File: config.mk
export PLATFORM = sky130hd
export DESIGN_NAME = lcd_st7920_bus_monitor
export DESIGN_NICKNAME = d
export VERILOG_FILES = /design/src/rtl/lcd_st7920_bus_monitor.sv
export SDC_FILE = /design/constraint.sdc
export NUM_CORES = 1
export LEC_CHECK = 0
export BUFFER_PORTS_ARGS = -buffer_cell sky130_fd_sc_hd__buf_2
export CORE_ASPECT_RATIO = 1.2
export CORE_MARGIN = 2
export CORE_UTILIZATION = 34
export CTS_BUF_LIST = sky130_fd_sc_hd__clkbuf_4
export DETAILED_ROUTE_END_ITERATION = 7
export PLACE_DENSITY_LB_ADDON = 0.05
export SETUP_SLACK_MARGIN = 0.3
export SLEW_MARGIN = 40
export SYNTH_ARGS = -nofsm -noshare
export SYNTH_HDL_FRONTEND = slang
export SYNTH_SLANG_ARGS = --single-unit
File: constraint.sdc
create_clock -name clk -period 7.89 [get_ports clk]
set_input_delay 0.3945 -clock clk [delete_from_list [all_inputs] [get_ports clk]]
set_output_delay 0.3945 -clock clk [all_outputs]
set_load 0.05 [all_outputs]
File: src/rtl/lcd_st7920_bus_monitor.sv
// Responder-side monitor for the ST7920 8-bit parallel write bus.
// Decodes basic-instruction commands and mirrors panel text in a 64-byte shadow buffer.
module lcd_st7920_bus_monitor #(
    parameter int         SYNC_STAGES = 2,
    parameter logic [7:0] CLEAR_CHAR  = 8'h20
) (
    input  logic       clk,
    input  logic       rst_n,
    input  logic       lcd_en,
    input  logic       lcd_rs,
    input  logic       lcd_rw,
    input  logic [7:0] lcd_dat,
    input  logic [5:0] rd_addr,
    output logic [7:0] rd_data,
    output logic       disp_on,
    output logic       cursor_on,
    output logic       blink_on,
    output logic       ext_mode,
    output logic       busy,
    output logic       overrun,
    output logic       wr_strobe
);

    localparam int SS = (SYNC_STAGES < 2) ? 2 : SYNC_STAGES;

    typedef enum logic {
        ST_IDLE = 1'b0,
        ST_FILL = 1'b1
    } fill_state_t;

    // ptr is {ac[4:0],half}; the ST7920 interleaves rows 0/2 and 1/3 in DDRAM
    function automatic logic [5:0] buf_index(input logic [5:0] p);
        return {p[4], p[5], p[3:0]};
    endfunction

    logic [10:0] sync_p [SS];
    logic        en_prev_p;
    logic        en_s;
    logic        rs_s;
    logic        rw_s;
    logic [7:0]  dat_s;
    logic        fall;
    logic        xfer;
    logic        accept;
    logic        data_wr;
    logic        instr;

    logic [5:0]  ptr_q;
    logic [5:0]  ptr_d;
    logic        inc_q;
    logic        inc_d;
    logic        ext_d;
    logic        disp_d;
    logic        cursor_d;
    logic        blink_d;
    logic        clear_start;

    fill_state_t state_q;
    fill_state_t state_d;
    logic [5:0]  fill_cnt;
    logic        fill_we;

    logic [7:0]  shadow_mem [64];

    // Bus synchronizers: every bus bit travels through the same number of flops
    always_ff @(posedge clk or negedge rst_n) begin
        if (!rst_n) begin
            for (int i = 0; i < SS; i++) begin
                sync_p[i] <= '0;
            end
            en_prev_p <= 1'b0;
        end else begin
            sync_p[0] <= {lcd_en, lcd_rs, lcd_rw, lcd_dat};
            for (int i = 1; i < SS; i++) begin
                sync_p[i] <= sync_p[i-1];
            end
            en_prev_p <= sync_p[SS-1][10];
        end
    end

    assign en_s    = sync_p[SS-1][10];
    assign rs_s    = sync_p[SS-1][9];
    assign rw_s    = sync_p[SS-1][8];
    assign dat_s   = sync_p[SS-1][7:0];
    assign fall    = en_prev_p & ~en_s;
    assign xfer    = fall & ~rw_s;
    assign accept  = xfer & ~busy;
    assign data_wr = accept & rs_s;
    assign instr   = accept & ~rs_s;

    always_comb begin
        ptr_d       = ptr_q;
        inc_d       = inc_q;
        ext_d       = ext_mode;
        disp_d      = disp_on;
        cursor_d    = cursor_on;
        blink_d     = blink_on;
        clear_start = 1'b0;
        if (data_wr) begin
            ptr_d = inc_q ? ptr_q + 6'd1 : ptr_q - 6'd1;
        end else if (instr) begin
            if (dat_s[7:5] == 3'b001) begin
                ext_d = dat_s[2];
            end else if (!ext_mode) begin
                if (dat_s[7]) begin
                    if (dat_s[6:5] == 2'b00) begin
                        ptr_d = {dat_s[4:0], 1'b0};
                    end
                end else if (dat_s[7:3] == 5'b00001) begin
                    {disp_d, cursor_d, blink_d} = dat_s[2:0];
                end else if (dat_s[7:2] == 6'b000001) begin
                    inc_d = dat_s[1];
                end else if (dat_s[7:1] == 7'b0000001) begin
                    ptr_d = 6'd0;
                end else if (dat_s == 8'h01) begin
                    ptr_d       = 6'd0;
                    inc_d       = 1'b1;
                    clear_start = 1'b1;
                end
            end
        end
    end

    always_ff @(posedge clk or negedge rst_n) begin
        if (!rst_n) begin
            ptr_q     <= 6'd0;
            inc_q     <= 1'b1;
            ext_mode  <= 1'b0;
            disp_on   <= 1'b0;
            cursor_on <= 1'b0;
            blink_on  <= 1'b0;
            overrun   <= 1'b0;
            wr_strobe <= 1'b0;
        end else begin
            ptr_q     <= ptr_d;
            inc_q     <= inc_d;
            ext_mode  <= ext_d;
            disp_on   <= disp_d;
            cursor_on <= cursor_d;
            blink_on  <= blink_d;
            overrun   <= overrun | (xfer & busy);
            wr_strobe <= data_wr;
        end
    end

    // Clear fill FSM
    always_ff @(posedge clk or negedge rst_n) begin
        if (!rst_n) begin
            state_q  <= ST_IDLE;
            fill_cnt <= 6'd0;
        end else begin
            state_q  <= state_d;
            fill_cnt <= (state_q == ST_FILL) ? fill_cnt + 6'd1 : 6'd0;
        end
    end

    always_comb begin
        state_d = state_q;
        case (state_q)
            ST_IDLE: if (clear_start) state_d = ST_FILL;
            ST_FILL: if (fill_cnt == 6'd63) state_d = ST_IDLE;
            default: state_d = ST_IDLE;
        endcase
    end

    always_comb begin
        busy    = 1'b0;
        fill_we = 1'b0;
        if (state_q == ST_FILL) begin
            busy    = 1'b1;
            fill_we = 1'b1;
        end
    end

    // Shadow buffer; data_wr is already gated off while the fill owns the port
    always_ff @(posedge clk) begin
        if (fill_we) begin
            shadow_mem[fill_cnt] <= CLEAR_CHAR;
        end else if (data_wr) begin
            shadow_mem[buf_index(ptr_q)] <= dat_s;
        end
    end

    always_ff @(posedge clk or negedge rst_n) begin
        if (!rst_n) begin
            rd_data <= 8'h00;
        end else begin
            rd_data <= shadow_mem[rd_addr];
        end
    end

endmodule

==> results of run 1 <==
path summary, 6_finish.rpt:
| check | startpoint | endpoint | slack [ns] |
|---|---|---|---|
| max in group asynchronous | rst_n | fill_cnt[3] | 7.41 |
| worst min register to register | sync_p[15] | dat_s[4] | 0.34 |
| worst max-delay path | state_q | shadow_mem[33][3] | 4.19 |
| worst max register to register | state_q | shadow_mem[33][3] | 4.19 |
| worst min-delay path | rst_n | sync_p[11] | 0.05 |
| min in group clk | rd_addr[2] | rd_data[3] | 0.13 |
flip-flops by register name (all words and copies together), names as in the netlist:
register,cells
overrun,1
ext_mode,1
dat_s,8
sync_p,11
rs_s,1
wr_strobe,1
state_q,1
rw_s,1
cursor_on,1
shadow_mem,512
blink_on,1
ptr_q,6
inc_q,1
rd_data,8
fill_cnt,6
en_s,1
en_prev_p,1
disp_on,1
layer usage:
layer / wire [um] / share of wire (%)
met5: 0 / 0
met1: 24600 / 42
met4: 1150 / 2.0
met2: 30400 / 52
met3: 2510 / 4.3
cell families (layout without fill, tap and decap cells):
family,Yosys count,in the layout,share of synthesized area [%]
xor+xnor,7,7,0.280
simple gates,220,220,4.77
other cells,0,2,0
fa+ha+maj,6,6,0.377
compound gates,105,105,3.27
mux,147,147,14.0
flops,563,563,75.9
buf+inv,55,331,1.38
cells in the mapped netlist, types with 2 or more instances:
cell type  count
mux4_2       127
buf_2         21
nand4_1        2
nand2_4        3
buf_4         11
a21o_1         4
o21ai_0       10
and3_1         7
nor3_1         9
nor3b_1        2
nor2_1        89
xnor2_1        3
o22ai_1        9
mux2_2         6
nand2_2        4
a31oi_1        6
nand2_1       45
nand2b_1       4
dfrtp_1       50
nor2b_1        7
buf_6          3
a22oi_1       26
or3_1          4
a22o_1         2
nand3_1       26
edfxtp_1     512
a211oi_1       7
o32a_1         2
or2_2          2
nand3b_1       8
inv_1          5
xor2_1         4
o311ai_0       2
clkbuf_1      14
ha_1           5
a21oi_1       24
o31ai_2        2
mux2i_1       14
o32ai_1        4
and2_1         4
metrics by stage:
step	utilization, %	setup WS [ns]	power, uW	cell area (sq um)	cells
after floorplan	-	4.36	3540	21900	1103
after global placement	35.9	4.06	3660	23000	1935
after detailed placement	35.9	3.99	3660	23100	1935
after CTS	39.1	4.10	6170	25100	2210
after global routing	39.2	3.93	6350	25200	2212
final	39.2	4.19	6060	25200	2213
cell type report:
cell class	instances	area, sq um
Clock inverter	34	164
Clock buffer	217	1630
Timing Repair Buffer	74	584
Antenna cell	2	5.00
Fill cell	5914	39000
Inverter	6	27.5
Tap cell	832	1040
Multi-Input combinational cell	485	5070
Sequential cell	563	16700
timing repair:
| action | 4_1_cts | 5_1_grt |
|---|---|---|
| resized for setup | 0 | 0 |
| endpoints found under the hold margin | 70 | 0 |
| hold buffers | 24 | 0 |
tightest hold or removal path: stages:
cell	delay, ns
dlygate4sd3_1	0.52
buf_2	0.11
buf_6	0.43
power by group through the flow:
stage	clock network (uW)	registers [uW]	logic, uW
floorplan	0	3350	192
global placement	0	3330	323
detailed placement	0	3330	322
CTS	2570	3270	332
global route	2720	3270	353
finish	2460	3270	325
cells in the final DEF (no fill, tap or decap), types with 24 or more instances in the layout:
cell / count
mux4_2: 127
buf_2: 30
nand3_1: 26
nor2_2: 31
a21oi_1: 24
a22oi_1: 26
edfxtp_1: 512
nand2_1: 45
clkbuf_4: 217
nor2_1: 57
dfrtp_1: 50
dlygate4sd3_1: 24
==> results.cfg, run 1 <==
[outcome]
outcome = complete, no violations

[clock_tree]
clock_path_buffers = 3
cts_buffers = 149
clkLatencyLatePin_ns = 0.97
clkSinkCount = 563
cts_max_level = 4
postCtsSetupRepairBufs = 0
cts_root_buf = clkbuf_4
cts.clk_slew.worst_paths_ns = 0.06
cts_tree = yes

[layout]
nNetsFinal = 1304
area_delta_synth_final_pct = 14.8
drive_above_1_share_pct = 33.7

[routing]
viasPerCell = 5.04
num_vias = 11157
post-route-drc-count = 0
ant_nets = 0
wl_per_cell_um = 26.5
dr.pass1.iters = 5
wl_mm = 58.6
drt_iter0_drc = 803

[sta]
timing.hold.ws_ns = 0.0463
worst_pin_slew_ns = 0.849
fin_crit_sh_pct = 46.9
slew_viol_final = 0
period_minus_slack_ns = 3.70
hold_viol = 0
setup_violations = 0
clock.fmax_mhz = 270
rsz0062_at_grt = false
finalClockSkew_ns = 0.0542
finalSetupTns_ns = 0
slew_headroom_pct = 43.3

[logic_synthesis]
ys_warn_count = 0
synth_edf_count = 512
async_reset_ff_share_pct = 9.06
netlist_instances = 1103
synthFlopType = edfxtp_1
synth-seq-cells = 563
synth_nets = 1128
synth_area_sq_um = 21900
synth-seq-area-share_pct = 75.9
synth_cell_type_count = 54
syn_area_per_cell_sq_um = 19.9
yosys.area.top_type = edfxtp_1
synthTopCellsByArea = edfxtp_1, mux4_2, dfrtp_1
synth_top_area_share_pct = 70.1

[global_routing]
grt_pass1_vias = 11988
grt.busiest_layer = met2
globalRouteMet2Util_pct = 31.5
grt_use_total_pct = 18.2
use_met3_pct = 4.60
grt_start_max_net_pins = 72
grt_remaining_overflow = 0
met1_usage_pct = 22.5
grt_pass1_wl_mm = 85.5
antenna_found_initial = 2

[power_and_ir_drop]
p_sw_share_pct = 23.2
vdd_ir_drop_max_uv = 119
p_int_uw = 4650
power_frac_seq_pct = 54.0
power_leakage_uw = 0.00833
p_comb_share_pct = 5.4
p_sw_uw = 1410
powerDensity_nw_per_um2 = 241
clockPowerShare_pct = 40.7

[die]
row_count = 102
io_pins = 34
coreArea_sq_um = 64200
dieHeight_um = 282
dieArea_sq_um = 66600
start_util_pct = 34.2
die_w_um = 236

[critical_path]
cp.depth = 6
worst_setup_path_end_kind = register
cp_slowest_cell = nor2_1
worstSetupStartpointType = register
cpLargestDelayFamily = simple AND/OR/NAND/NOR gates
critPathArrivalTime_ns = 4.26
crit_chain = nor4b_4, nand2_4, clkinv_4, mux2i_1, nand2_1, nor2_1
worst-path-buf-inv = 1
r2r_cells = 6
cpPeakStageDelay_ns = 0.74
required_ns = 8.45
cp_max_fo = 19
critPathKind = register to register

[flow_run]
drv_cap = 0

[hold_path]
hold_path.class = primary input to asynchronous set/reset pin

[placed_design]
port_buffers = 33
globalplace.congestion = 0.733
dp_hpwl_mm = 35.5
No activity file was read; power rests on OpenSTA's default activity.
==> run 2, diff against run 1 <==
==> constraint.sdc (replaced) <==
create_clock -name clk -period 3.49 [get_ports clk]
set_input_delay 0.1745 -clock clk [delete_from_list [all_inputs] [get_ports clk]]
set_output_delay 0.1745 -clock clk [all_outputs]
set_load 0.05 [all_outputs]
==> run 2 against run 1 <==
- clock power rose by 140%
- first-iteration DRC count fell by 6.2%
- core utilization rose by 1.3 points
- cell area rose by 3.3%
- global-route usage rose by 0.46 points
- combinational power rose by 140%
- register-to-register slack got worse by 3.7 ns
- count of clock-buffer cells in the layout did not move
- clock skew fell by 0.014 ns
- final cell count rose by 4.2%
- sequential power rose by 130%
- critical path type unchanged
- critical endpoint is now shadow_mem[43][5]
==> results.cfg, run 2 (synthesized netlist as in run 1, its figures left out) <==
[power_and_ir_drop]
power_frac_seq_pct = 52.4
vdd_ir_drop_max_uv = 277
powerDensity_nw_per_um2 = 542
power_leakage_uw = 0.00889
p_comb_share_pct = 5.6
p_sw_uw = 3200
p_sw_share_pct = 22.7
p_int_uw = 10900
clockPowerShare_pct = 42.0

[layout]
area_delta_synth_final_pct = 18.6
largestRegisters = shadow_mem (512), sync_p (11)
drive_above_1_share_pct = 35.8
largest_reg_flops = 512
fillers = 5859
largest-register = shadow_mem
final_util_pct = 40.5
fin_cells = 2306
nNetsFinal = 1393
layout_commonest_cell = edfxtp_1
final_cell_mix = edfxtp_1, clkbuf_4, mux4_2, buf_4, nor2_1

[critical_path]
cpPeakStageDelay_ns = 0.63
critPathArrivalTime_ns = 3.56
critPathKind = register to register
required_ns = 4.08
cp.depth = 6
r2r-start = state_q
worst-path-buf-inv = 1
ff2ff_setup_slack_ns = 0.52
worst_setup_path_end_kind = register
cp_slowest_cell = nor2_2
cp_max_fo = 19
reg2reg_to = shadow_mem[43][5]
r2r_cells = 6
cpLargestDelayFamily = simple AND/OR/NAND/NOR gates
worstSetupStartpointType = register
crit_chain = nor4b_4, nand2_4, clkinv_4, a22o_1, nand2_1, nor2_2

[routing]
dr.pass1.iters = 6
post-route-drc-count = 0
ant_nets = 0
num_vias = 11571
wl_per_cell_um = 26.2
drt_iter0_drc = 753
viasPerCell = 5.02
wl_mm = 60.5

[clock_tree]
cts_max_level = 4
cts.clk_slew.worst_paths_ns = 0.07
clkLatencyLatePin_ns = 0.99
cts_tree = yes
clkSinkCount = 563
clock_path_buffers = 3
cts_root_buf = clkbuf_4
cts_buffers = 145

[placed_design]
dp_hpwl_mm = 37.7
placed_cells = 2022
port_buffers = 33
pre_cts_slack_ns = 0.338
globalplace.congestion = 0.769

[sta]
setup_violations = 0
period_minus_slack_ns = 2.97
finalSetupTns_ns = 0
hold_viol = 0
fin_crit_sh_pct = 85.0
worst_pin_slew_ns = 0.774
finalClockSkew_ns = 0.0401
timing.hold.ws_ns = 0.0456
layout_setup_ws_ns = 0.524
slew_viol_final = 0
rsz0062_at_grt = false
clock.fmax_mhz = 337
slew_headroom_pct = 48.3

[die]
die_w_um = 236
row_count = 102
coreArea_sq_um = 64200
dieHeight_um = 282
io_pins = 34
dieArea_sq_um = 66600
start_util_pct = 34.2

[hold_path]
whs_endpoint = rd_data[7]
hold_start = rd_addr[4]
hold_path.class = primary input to register
whs_path_depth = 6

[flow_run]
drv_cap = 0

[global_routing]
grt_pass1_vias = 12513
grt_pass1_wl_mm = 87.3
grt_start_max_net_pins = 65
grt_use_total_pct = 18.7
antenna_found_initial = 3
grt_remaining_overflow = 0

[outcome]
outcome = complete, no violations
==> run 2: power groups by stage <==
stage / Clock [uW] / Combinational (uW) / Sequential [uW]
2_1_floorplan: 0 / 435 / 7570
3_3_place_gp: 0 / 771 / 7540
3_5_place_dp: 0 / 772 / 7540
4_1_cts: 6140 / 805 / 7390
5_1_grt: 6460 / 847 / 7400
6_report: 5930 / 786 / 7390
==> run 2: repair_timing <==
action / in CTS / in global routing
endpoints found under the setup margin: 5 / 16
gates resized for setup: 1 / 2
setup buffers: 0 / 0
hold buffers: 31 / 0
hold endpoints to repair: 70 / 0
==> run 2: worst min-delay path, delay by kind of cell <==
kind                   cells  cell delay (ns)
buffers and inverters      2             0.36
and+or+nand+nor            4             0.45
==> run 2: per-layer routing <==
| layer | wire [um] | track usage (%) | up-vias |
|---|---|---|---|
| met5 | 0 | 0 | - |
| met4 | 1110 | 6.45 | 0 |
| met3 | 2770 | 4.52 | 81 |
| met2 | 30800 | 31.9 | 334 |
| met1 | 25800 | 23.4 | 6016 |
| li1 | - | - | 5140 |
==> run 2: per-stage QoR <==
stage          total power [uW]  instance area [sq um]
2_1_floorplan              8010                  21900
3_3_place_gp               8310                  23800
3_5_place_dp               8310                  23800
4_1_cts                   14300                  26000
5_1_grt                   14700                  26000
6_report                  14100                  26000
==> run 2: final cells by class <==
| cell class | count | area [sq um] | area share (%) |
|---|---|---|---|
| tap | 832 | 1040 | 4.00 |
| inverter | 6 | 27.5 | 0.106 |
| multi-input combinational | 485 | 5000 | 19.2 |
| sequential | 563 | 16700 | 64.0 |
| clock buffer | 217 | 1630 | 6.26 |
| clock inverter | 30 | 272 | 1.04 |
| antenna | 6 | 15.0 | 0.0577 |
| timing repair buffer | 167 | 1370 | 5.27 |
==> run 2: worst max path at each step <==
stage	to	slack, ns	startpoint
after global routing	shadow_mem[48][4]	0.38	en_s
after floorplan	shadow_mem[0][7]	0.64	state_q
final	shadow_mem[43][5]	0.52	state_q
after CTS	shadow_mem[27][4]	0.37	state_q
after detailed placement	shadow_mem[43][4]	0.34	state_q
after global placement	shadow_mem[43][3]	0.42	state_q
